## config.mk

```make
export PLATFORM = sky130hd
export DESIGN_NAME = branch_issue_ctrl
export DESIGN_NICKNAME = d
export VERILOG_FILES = /design/src/rtl/isa_pkg.sv /design/src/rtl/branch_queue.sv /design/src/rtl/branch_issue_ctrl.sv
export SDC_FILE = /design/constraint.sdc
export NUM_CORES = 1
export LEC_CHECK = 0
export ABC_AREA = 1
export CAP_MARGIN = 30
export CORE_AREA = 2 2 198 200
export DETAILED_ROUTE_END_ITERATION = 16
export DIE_AREA = 0 0 200 202
export GPL_TIMING_DRIVEN = 0
export PLACE_DENSITY = 0.86
export SYNTH_ARGS = -nofsm -noshare
export SYNTH_HDL_FRONTEND = slang
export SYNTH_SLANG_ARGS = --single-unit
```

## constraint.sdc

```tcl
create_clock -name CLK -period 4.35 [get_ports CLK]
set_input_delay 0.87 -clock CLK [delete_from_list [all_inputs] [get_ports CLK]]
set_output_delay 0.87 -clock CLK [all_outputs]
set_load 0.005 [all_outputs]
```

## src/rtl/isa_pkg.sv

```systemverilog
// Shared types for the branch issue path: controller state and queued branch payload.
package isa_pkg;

  localparam int unsigned XLEN      = 32;
  localparam int unsigned BR_TYPE_W = 3;

  typedef enum logic [1:0] {
    IDLE  = 2'd0,
    ISSUE = 2'd1,
    FLUSH = 2'd2
  } branch_ctrl_state_t;

  typedef struct packed {
    logic [XLEN-1:0]      pc;
    logic [XLEN-1:0]      imm;
    logic [BR_TYPE_W-1:0] br_type;
    logic                 pred;
  } branch_entry_t;

endpackage

```

## src/rtl/branch_queue.sv

```systemverilog
// In-order branch FIFO; pointers wrap naturally because DEPTH is a power of two.
module branch_queue
  import isa_pkg::*;
#(
  parameter int unsigned DEPTH = 4
) (
  input  logic                           clk,
  input  logic                           rst_n,
  input  logic                           i_push,
  input  logic                           i_pop,
  input  logic                           i_clear,
  input  branch_entry_t                  i_data,
  output logic                           o_full,
  output logic                           o_empty,
  output branch_entry_t                  o_head,
  output logic [$clog2(DEPTH):0]         o_count
);

  localparam int unsigned PTR_W = $clog2(DEPTH);
  localparam int unsigned CNT_W = PTR_W + 1;

  branch_entry_t      r_mem [DEPTH];
  logic [PTR_W-1:0]   r_wptr;
  logic [PTR_W-1:0]   r_rptr;
  logic [CNT_W-1:0]   r_count;

  // Storage carries no reset; validity is tracked by the count alone.
  always_ff @(posedge clk) begin
    if (i_push) begin
      r_mem[r_wptr] <= i_data;
    end
  end

  always_ff @(posedge clk or negedge rst_n) begin
    if (!rst_n) begin
      r_wptr  <= '0;
      r_rptr  <= '0;
      r_count <= '0;
    end else if (i_clear) begin
      r_wptr  <= '0;
      r_rptr  <= '0;
      r_count <= '0;
    end else begin
      if (i_push) r_wptr <= r_wptr + PTR_W'(1);
      if (i_pop)  r_rptr <= r_rptr + PTR_W'(1);
      case ({i_push, i_pop})
        2'b10:   r_count <= r_count + CNT_W'(1);
        2'b01:   r_count <= r_count - CNT_W'(1);
        default: r_count <= r_count;
      endcase
    end
  end

  assign o_full  = (r_count == CNT_W'(DEPTH));
  assign o_empty = (r_count == '0);
  assign o_head  = r_mem[r_rptr];
  assign o_count = r_count;

endmodule

```

## src/rtl/branch_issue_ctrl.sv

```systemverilog
// Branch issue controller: queues dispatched branches, issues the head to the branch FU
// once operands arrive, and flushes/redirects fetch on a misprediction.
module branch_issue_ctrl
  import isa_pkg::*;
#(
  parameter int unsigned DEPTH = 4
) (
  input  logic                 CLK,
  input  logic                 nRST,
  input  logic                 enq_valid,
  output logic                 enq_ready,
  input  logic [XLEN-1:0]      enq_pc,
  input  logic [XLEN-1:0]      enq_imm,
  input  logic [BR_TYPE_W-1:0] enq_type,
  input  logic                 enq_pred,
  input  logic                 ops_valid,
  input  logic [XLEN-1:0]      ops_reg_a,
  input  logic [XLEN-1:0]      ops_reg_b,
  output logic                 fu_branch,
  output logic                 fu_enable,
  output logic [XLEN-1:0]      fu_pc,
  output logic [XLEN-1:0]      fu_imm,
  output logic [BR_TYPE_W-1:0] fu_type,
  output logic                 fu_pred,
  output logic [XLEN-1:0]      fu_reg_a,
  output logic [XLEN-1:0]      fu_reg_b,
  input  logic                 fu_resolved,
  input  logic                 fu_misprediction,
  input  logic [XLEN-1:0]      fu_correct_pc,
  output logic                 flush,
  output logic                 redirect_valid,
  output logic [XLEN-1:0]      redirect_pc
);

  localparam int unsigned CNT_W = $clog2(DEPTH) + 1;

  branch_ctrl_state_t r_state;
  branch_ctrl_state_t w_state_next;
  logic               r_enq_ready;
  logic               r_fu_branch;
  branch_entry_t      r_fu_entry;
  logic [XLEN-1:0]    r_fu_reg_a;
  logic [XLEN-1:0]    r_fu_reg_b;
  logic               r_flush;
  logic [XLEN-1:0]    r_redirect_pc;

  logic               w_push;
  logic               w_pop;
  logic               w_clear;
  logic               w_issue;
  logic               w_full;
  logic               w_empty;
  branch_entry_t      w_head;
  branch_entry_t      w_enq_entry;
  logic [CNT_W-1:0]   w_count;
  logic [CNT_W-1:0]   w_count_next;

  assign w_enq_entry = '{pc: enq_pc, imm: enq_imm, br_type: enq_type, pred: enq_pred};
  assign w_push      = enq_valid && r_enq_ready && !w_full;

  branch_queue #(.DEPTH(DEPTH)) u_queue (
    .clk     (CLK),
    .rst_n   (nRST),
    .i_push  (w_push),
    .i_pop   (w_pop),
    .i_clear (w_clear),
    .i_data  (w_enq_entry),
    .o_full  (w_full),
    .o_empty (w_empty),
    .o_head  (w_head),
    .o_count (w_count)
  );

  always_comb begin
    w_state_next = r_state;
    w_pop        = 1'b0;
    w_clear      = 1'b0;
    w_issue      = 1'b0;
    case (r_state)
      IDLE: begin
        if (!w_empty && ops_valid) begin
          w_issue      = 1'b1;
          w_state_next = ISSUE;
        end
      end
      ISSUE: begin
        if (fu_resolved) begin
          w_pop        = 1'b1;
          w_state_next = fu_misprediction ? FLUSH : IDLE;
        end
      end
      FLUSH: begin
        w_clear      = 1'b1;
        w_state_next = IDLE;
      end
      default: w_state_next = IDLE;
    endcase
  end

  // Mirror of the queue count one edge ahead, so enq_ready can be a flop.
  always_comb begin
    w_count_next = w_count;
    if (w_clear) begin
      w_count_next = '0;
    end else if (w_push && !w_pop) begin
      w_count_next = w_count + CNT_W'(1);
    end else if (!w_push && w_pop) begin
      w_count_next = w_count - CNT_W'(1);
    end
  end

  always_ff @(posedge CLK or negedge nRST) begin
    if (!nRST) begin
      r_state       <= IDLE;
      r_enq_ready   <= 1'b0;
      r_fu_branch   <= 1'b0;
      r_fu_entry    <= '0;
      r_fu_reg_a    <= '0;
      r_fu_reg_b    <= '0;
      r_flush       <= 1'b0;
      r_redirect_pc <= '0;
    end else begin
      r_state     <= w_state_next;
      r_enq_ready <= (w_count_next < CNT_W'(DEPTH)) && (w_state_next != FLUSH);
      r_fu_branch <= (w_state_next == ISSUE);
      r_flush     <= (w_state_next == FLUSH);
      // Head entry and operands captured on issue; the head cannot move while in ISSUE.
      if (w_issue) begin
        r_fu_entry <= w_head;
        r_fu_reg_a <= ops_reg_a;
        r_fu_reg_b <= ops_reg_b;
      end else if (w_state_next != ISSUE) begin
        r_fu_entry <= '0;
        r_fu_reg_a <= '0;
        r_fu_reg_b <= '0;
      end
      if ((r_state == ISSUE) && fu_resolved && fu_misprediction) begin
        r_redirect_pc <= fu_correct_pc;
      end
    end
  end

  assign enq_ready      = r_enq_ready;
  assign fu_branch      = r_fu_branch;
  assign fu_enable      = r_fu_branch;
  assign fu_pc          = r_fu_entry.pc;
  assign fu_imm         = r_fu_entry.imm;
  assign fu_type        = r_fu_entry.br_type;
  assign fu_pred        = r_fu_entry.pred;
  assign fu_reg_a       = r_fu_reg_a;
  assign fu_reg_b       = r_fu_reg_b;
  assign flush          = r_flush;
  assign redirect_valid = r_flush;
  assign redirect_pc    = r_redirect_pc;

endmodule

```

=== After elaboration in Yosys (flattened, before gate mapping) ===
Memory sizes are Yosys's and may differ from the RTL's.
Index checks and enable logic that the tools add are counted.

* Memory bits (writable): 272
* Logic and storage cells: 72
* Output and inout bits: 169
* Memory bits (read-only): 0
* Register bits: 176
* Memories kept: 1
* Input port bits: 170
* Bits in latches: 0

* Magnitude comparators: 1
* Multipliers: 0
* Shift operators: 0
* Muxes and demuxes: 25
* Equality and inequality tests: 9
* Bitwise gates (word level): 0
* $add $sub $neg: 4
* Divide/modulo/power cells: 0
* Reduce and logical (&&, ||, !) cells: 18

{| class="wikitable"
|+ Memory list
! memory !! depth !! bits a word !! rd ports !! clocked after Yosys merged registers in !! wr ports !! line !! source
|-
| u_queue.r_mem || 4 || 68 || 1 || 0 || 1 || branch_queue.sv:22 || <nowiki>branch_entry_t r_mem [DEPTH];</nowiki>
|}

{| class="wikitable"
|+ Operator list
! cell !! number
|-
| $mux W68 || 2
|-
| $mux W32 || 3
|-
| $mux W2 || 7
|-
| $mux W3 || 4
|-
| $logic_and A1 B1 Y1 || 8
|-
| $mux W1 || 7
|-
| $eq A2 B1 Y1 const B || 3
|-
| $eq A2 B2 Y1 const B || 3
|-
| $pmux W3 S2 || 1
|-
| $reduce_bool A2 Y1 || 3
|-
| $add A2 B1 Y2 const B || 2
|-
| $logic_not A1 Y1 || 4
|-
| $pmux W2 S2 || 1
|-
| $add A3 B1 Y3 const B || 1
|-
| $eq A3 B3 Y1 const B || 1
|-
| $logic_not A3 Y1 || 1
|-
| $lt A3 B3 Y1 const B || 1
|-
| $reduce_bool A3 Y1 || 1
|-
| $sub A3 B1 Y3 const B || 1
|-
| $logic_not A2 Y1 || 1
|-
| $ne A2 B1 Y1 const B || 1
|-
| $ne A2 B2 Y1 const B || 1
|}

=== Depth between registers and ports, before layout ===
* Word-level depth: 10
* Mapped depth: 10
* Mapped depth without buffers: 10

=== Modules after synthesis ===
Synthesis repeated with hierarchy kept, for this count alone.

* Cells, all modules: 1450
* Area, all modules: 17309.1 sq um

{| class="wikitable"
|+ By module, submodules not included
! module !! seq. area each (sq um) !! cells each !! area an instance (sq um) !! times used
|-
| branch_queue || 8343.0 || 719 || 10538.9 || 1
|-
| branch_issue_ctrl || 4229.1 || 731 || 6770.2 || 1
|}

=== Worst setup path after synthesis ===
OpenSTA, ideal clock, no wires.

* Path kind: input to register
* Start: input port enq_valid
* End: memory u_queue.r_mem[0][0] in the netlist's numbering, enable pin
* Slack: -77 ps
* Stages: 2
* Buffers on the path: 0
* Arrival: 3932 ps
* Library setup time: 495 ps
* Path through: nand3_1 nor2_1

* Longest elaborated chain between the ends: 4

{| class="wikitable"
|+ RTL lines
! item !! line !! source
|-
| start, declared || branch_issue_ctrl.sv:10 || <nowiki>input logic enq_valid,</nowiki>
|-
| $logic_and A1 B1 Y1 (2 in a row) || branch_issue_ctrl.sv:59 || <nowiki>assign w_push = enq_valid && r_enq_ready && !w_full;</nowiki>
|-
| $mux W1 || branch_queue.sv:29 || <nowiki>if (i_push) begin</nowiki>
|-
| $mux W1 (implied by the code) || branch_queue.sv:30 || <nowiki>r_mem[r_wptr] <= i_data;</nowiki>
|-
| end, declared || branch_queue.sv:22 ||
|}

Every way passes these cells.

=== Final worst setup path ===
* Start: input port enq_valid
* End: memory u_queue.r_mem[1][0] in the netlist's numbering, enable pin

The elaborated chain is that of the path after synthesis.

==> summary.md <==
| Metric | Value |
|---|---|
| CTS root buffer | `clkbuf_16` |
| Sequential share of power | `0.410` |
| Drt initial violations | `813` |
| Internal Power | `9.738 mW` |
| Final Routed Wirelength | `46.21 mm` |
| CTS sink cnt | `448` |
| Postcts setup bufs | `0` |
| Crit path depth | `4` |
| DRC | `0` |
| Detailed-placement wirelength estimate | `30.90 mm` |
| Critical path class | `primary input to register` |
| GR Util met3 | `0.05840` |
| Final nets | `2,084` |
| M2 GR Usage | `0.3983` |
| Initial Util | `0.4467` |
| Largest stage delay, worst path | `0.74 ns` |
| PD cells | `637.9 nW/um2` |
| Crit end category | `register` |
| DR vias | `12,500` |
| Critical Path Start Type | `primary input` |
| TritonCTS buffer count | `45` |
| Cells after synthesis | `1,511` |
| H-tree levels | `2` |
| Worst-Margin Slew | `0.7287 ns` |
| Io pins | `339` |
| Largest net degree at the start of global routing | `99` |
| Worst reg2reg setup slack | `1.83 ns` |
| Drt wl/cell | `18.77 um` |
| Post-synthesis sequential area ratio | `0.7351` |
| CP top delay family | `simple AND/OR/NAND/NOR gates` |
| Core Util, Final | `0.5957` |
| Switching share of power | `0.3306` |
| Max Clock Freq | `394.1 MHz` |
| Status | `complete, no violations` |
| CP max stage cell | `nor2_4` |
| R2r endpoint | `u_queue.r_mem[1][0]` |
| Final worst setup slack | `1.812 ns` |
| Final hold slack | `0.2947 ns` |
| Placement Setup Slack | `1.206 ns` |
| Yosys reg bits | `448` |
| Worst path bufs/invs | `2` |
| Congestion Overflow GR | `0` |
| Tcrit/Tclk final | `0.5834` |
| Commonest cells after routing, fill and taps aside | `715 x nand2_1, 337 x clkdlybuf4s50_1, 272 x edfxtp_1` |
| CTS hold repair buffers | `0` |
| Clock-pin slew on the worst setup and hold paths | `0.06 ns` |
| Finish-stage setup viols | `0` |
| Combinational share of power | `0.329` |
| Max_slew headroom | `0.5131` |
| Die Wd | `200 um` |
| Cell Rows | `72` |
| Die height | `202 um` |
| Grt peak-use layer | `met2` |
| Crit-path max FO | `27` |
| Worst-Skew Late Latency | `0.58 ns` |
| Pleak | `9.685 nW` |
| Hold Violations, Final | `0` |
| Crit path cell chain | `clkdlybuf4s50_1 -> nand3_1 -> nor2_4 -> buf_12` |
| Worst vdd ir | `435.3 uV` |
| Data arrival, critical path | `2.79 ns` |
| GR Layer Usage met1 | `0.2635` |
| Clock Skew | `0.01922 ns` |
| Area Growth Syn to Fin | `33.36%` |
| Routed Antenna Nets | `0` |
| NetSw | `4.809 mW` |
| Reg2Reg Depth | `6` |
| Warnings from Yosys | `0` |
| Initial antenna violation count | `9` |
| GPL Wtd Cong | `0.7900` |
| PortBufs | `338` |
| CTS max path bufs | `3` |
| Worst hold-check path type | `primary input to asynchronous set/reset pin` |
| Clk network pwr share | `0.260` |
| CP required | `4.61 ns` |
| Resized Gates After CTS | `0` |
| Vias in the first global route | `12,970` |
| First-pass GRT wire length | `69.30 mm` |
| Core area | `38,290 um2` |
| Filler Cell Count | `2,909` |
| Via density | `5.078` |
| Maxcap violations | `0` |
| Total GRT Usage | `0.2262` |
| Cell Area, Synth | `17,100 um2` |
| Worst R2R Start | `u_queue.o_count[0]` |
| Die area | `40,400 um2` |
| RSZ-0062 raised after global routing | `false` |
| Fin crit period | `2.538 ns` |
| Pre-antenna DRT Iters | `6` |
| Leading cell type in the layout, fill and taps excluded | `nand2_1` |
| Syn Nets | `1,690` |
| Synth cell types | `21` |
| Final Max Slew Viols | `0` |
| Fraction of layout cells with a size suffix above 1 | `0.08089` |
| CTS tree | `yes` |
| Syn_area_per_cell | `11.32 um2` |
-- through the flow --
stage | power, mW | setup TNS (ns) | instance area (um2) | instances
finish | 14.55 | 0 | 22810 | 2462
global route | 15.33 | 0 | 22810 | 2462
CTS | 14.65 | 0 | 22800 | 2459
detailed placement | 10.81 | 0 | 21360 | 2376
global placement | 10.61 | -1613.21 | 21130 | 2367
floorplan | 8.253 | -21.01 | 17100 | 1511
-- state kept, by name, indices dropped and copies added (netlist names) --
name	count
enq_ready	1
fu_type	3
fu_pred	1
fu_reg_b	32
u_queue.o_count	3
u_queue.r_wptr	2
fu_imm	32
fu_pc	32
flush	1
r_state	2
redirect_pc	32
fu_branch	1
u_queue.r_rptr	2
fu_reg_a	32
u_queue.r_mem	272
-- cell usage after synthesis, drive strengths merged --
library cell / n / share of area
ha: 9 / 0.0066
dfrtp: 176 / 0.26
inv: 27 / 0.0059
nor2: 7 / 0.0020
or2: 1 / 0.00037
nand3: 212 / 0.062
edfxtp: 272 / 0.48
buf: 65 / 0.023
xnor2: 1 / 0.00051
nand4: 1 / 0.00073
a21oi: 2 / 0.00059
o22ai: 2 / 0.00073
o21ai: 3 / 0.00088
nand2: 716 / 0.16
clkbuf: 16 / 0.0035
o21a: 1 / 0.00044
-- power groups by stage --
| stage | Sequential, mW | Clock, mW | Combinational [mW] |
|---|---|---|---|
| 2_1_floorplan | 6.06 | 0 | 2.19 |
| 3_3_place_gp | 6.07 | 0 | 4.54 |
| 3_5_place_dp | 6.04 | 0 | 4.78 |
| 4_1_cts | 5.96 | 3.85 | 4.83 |
| 5_1_grt | 6.05 | 4.02 | 5.25 |
| 6_report | 5.97 | 3.79 | 4.79 |
-- kinds of logic after synthesis --
logic type | Yosys count | synth area share
compound gates | 8 | 0.002634
xor+xnor | 1 | 0.0005122
flops | 448 | 0.7351
fa+ha+maj | 9 | 0.006585
simple gates | 937 | 0.2224
buf+inv | 108 | 0.03270
-- layer usage --
layer  routed length, um  up-vias  share of wire
met2               23140      574           0.50
met5                  69        -         0.0015
met3                3998       97          0.087
li1                    -     5808              -
met1               17550     6013           0.38
met4                1443       10          0.031
-- worst max path at each step --
stage / to / startpoint / slack [ns]
floorplan: u_queue.r_mem[0][0] / enq_valid / -0.08
global placement: fu_imm[16] / nRST / -4.87
detailed placement: u_queue.r_mem[1][20] / enq_valid / 1.21
CTS: u_queue.r_mem[1][0] / u_queue.o_count[0] / 1.80
global route: u_queue.r_mem[1][0] / u_queue.o_count[0] / 1.62
finish: u_queue.r_mem[1][0] / enq_valid / 1.81
-- layout make-up --
class / instances / area (um2) / share of cell area
Timing Repair Buffer: 347 / 3576 / 0.1568
Inverter: 27 / 101.3 / 0.004444
Antenna cell: 3 / 7.507 / 0.0003292
Buffer: 81 / 457.9 / 0.02008
Clock buffer: 60 / 1255 / 0.05503
Clock inverter: 23 / 187.7 / 0.008230
Tap cell: 518 / 648.1 / 0.02842
Sequential cell: 448 / 12570 / 0.5513
Multi-Input combinational cell: 955 / 4000 / 0.1754
Note: power is estimated with default switching activity, not from simulation.
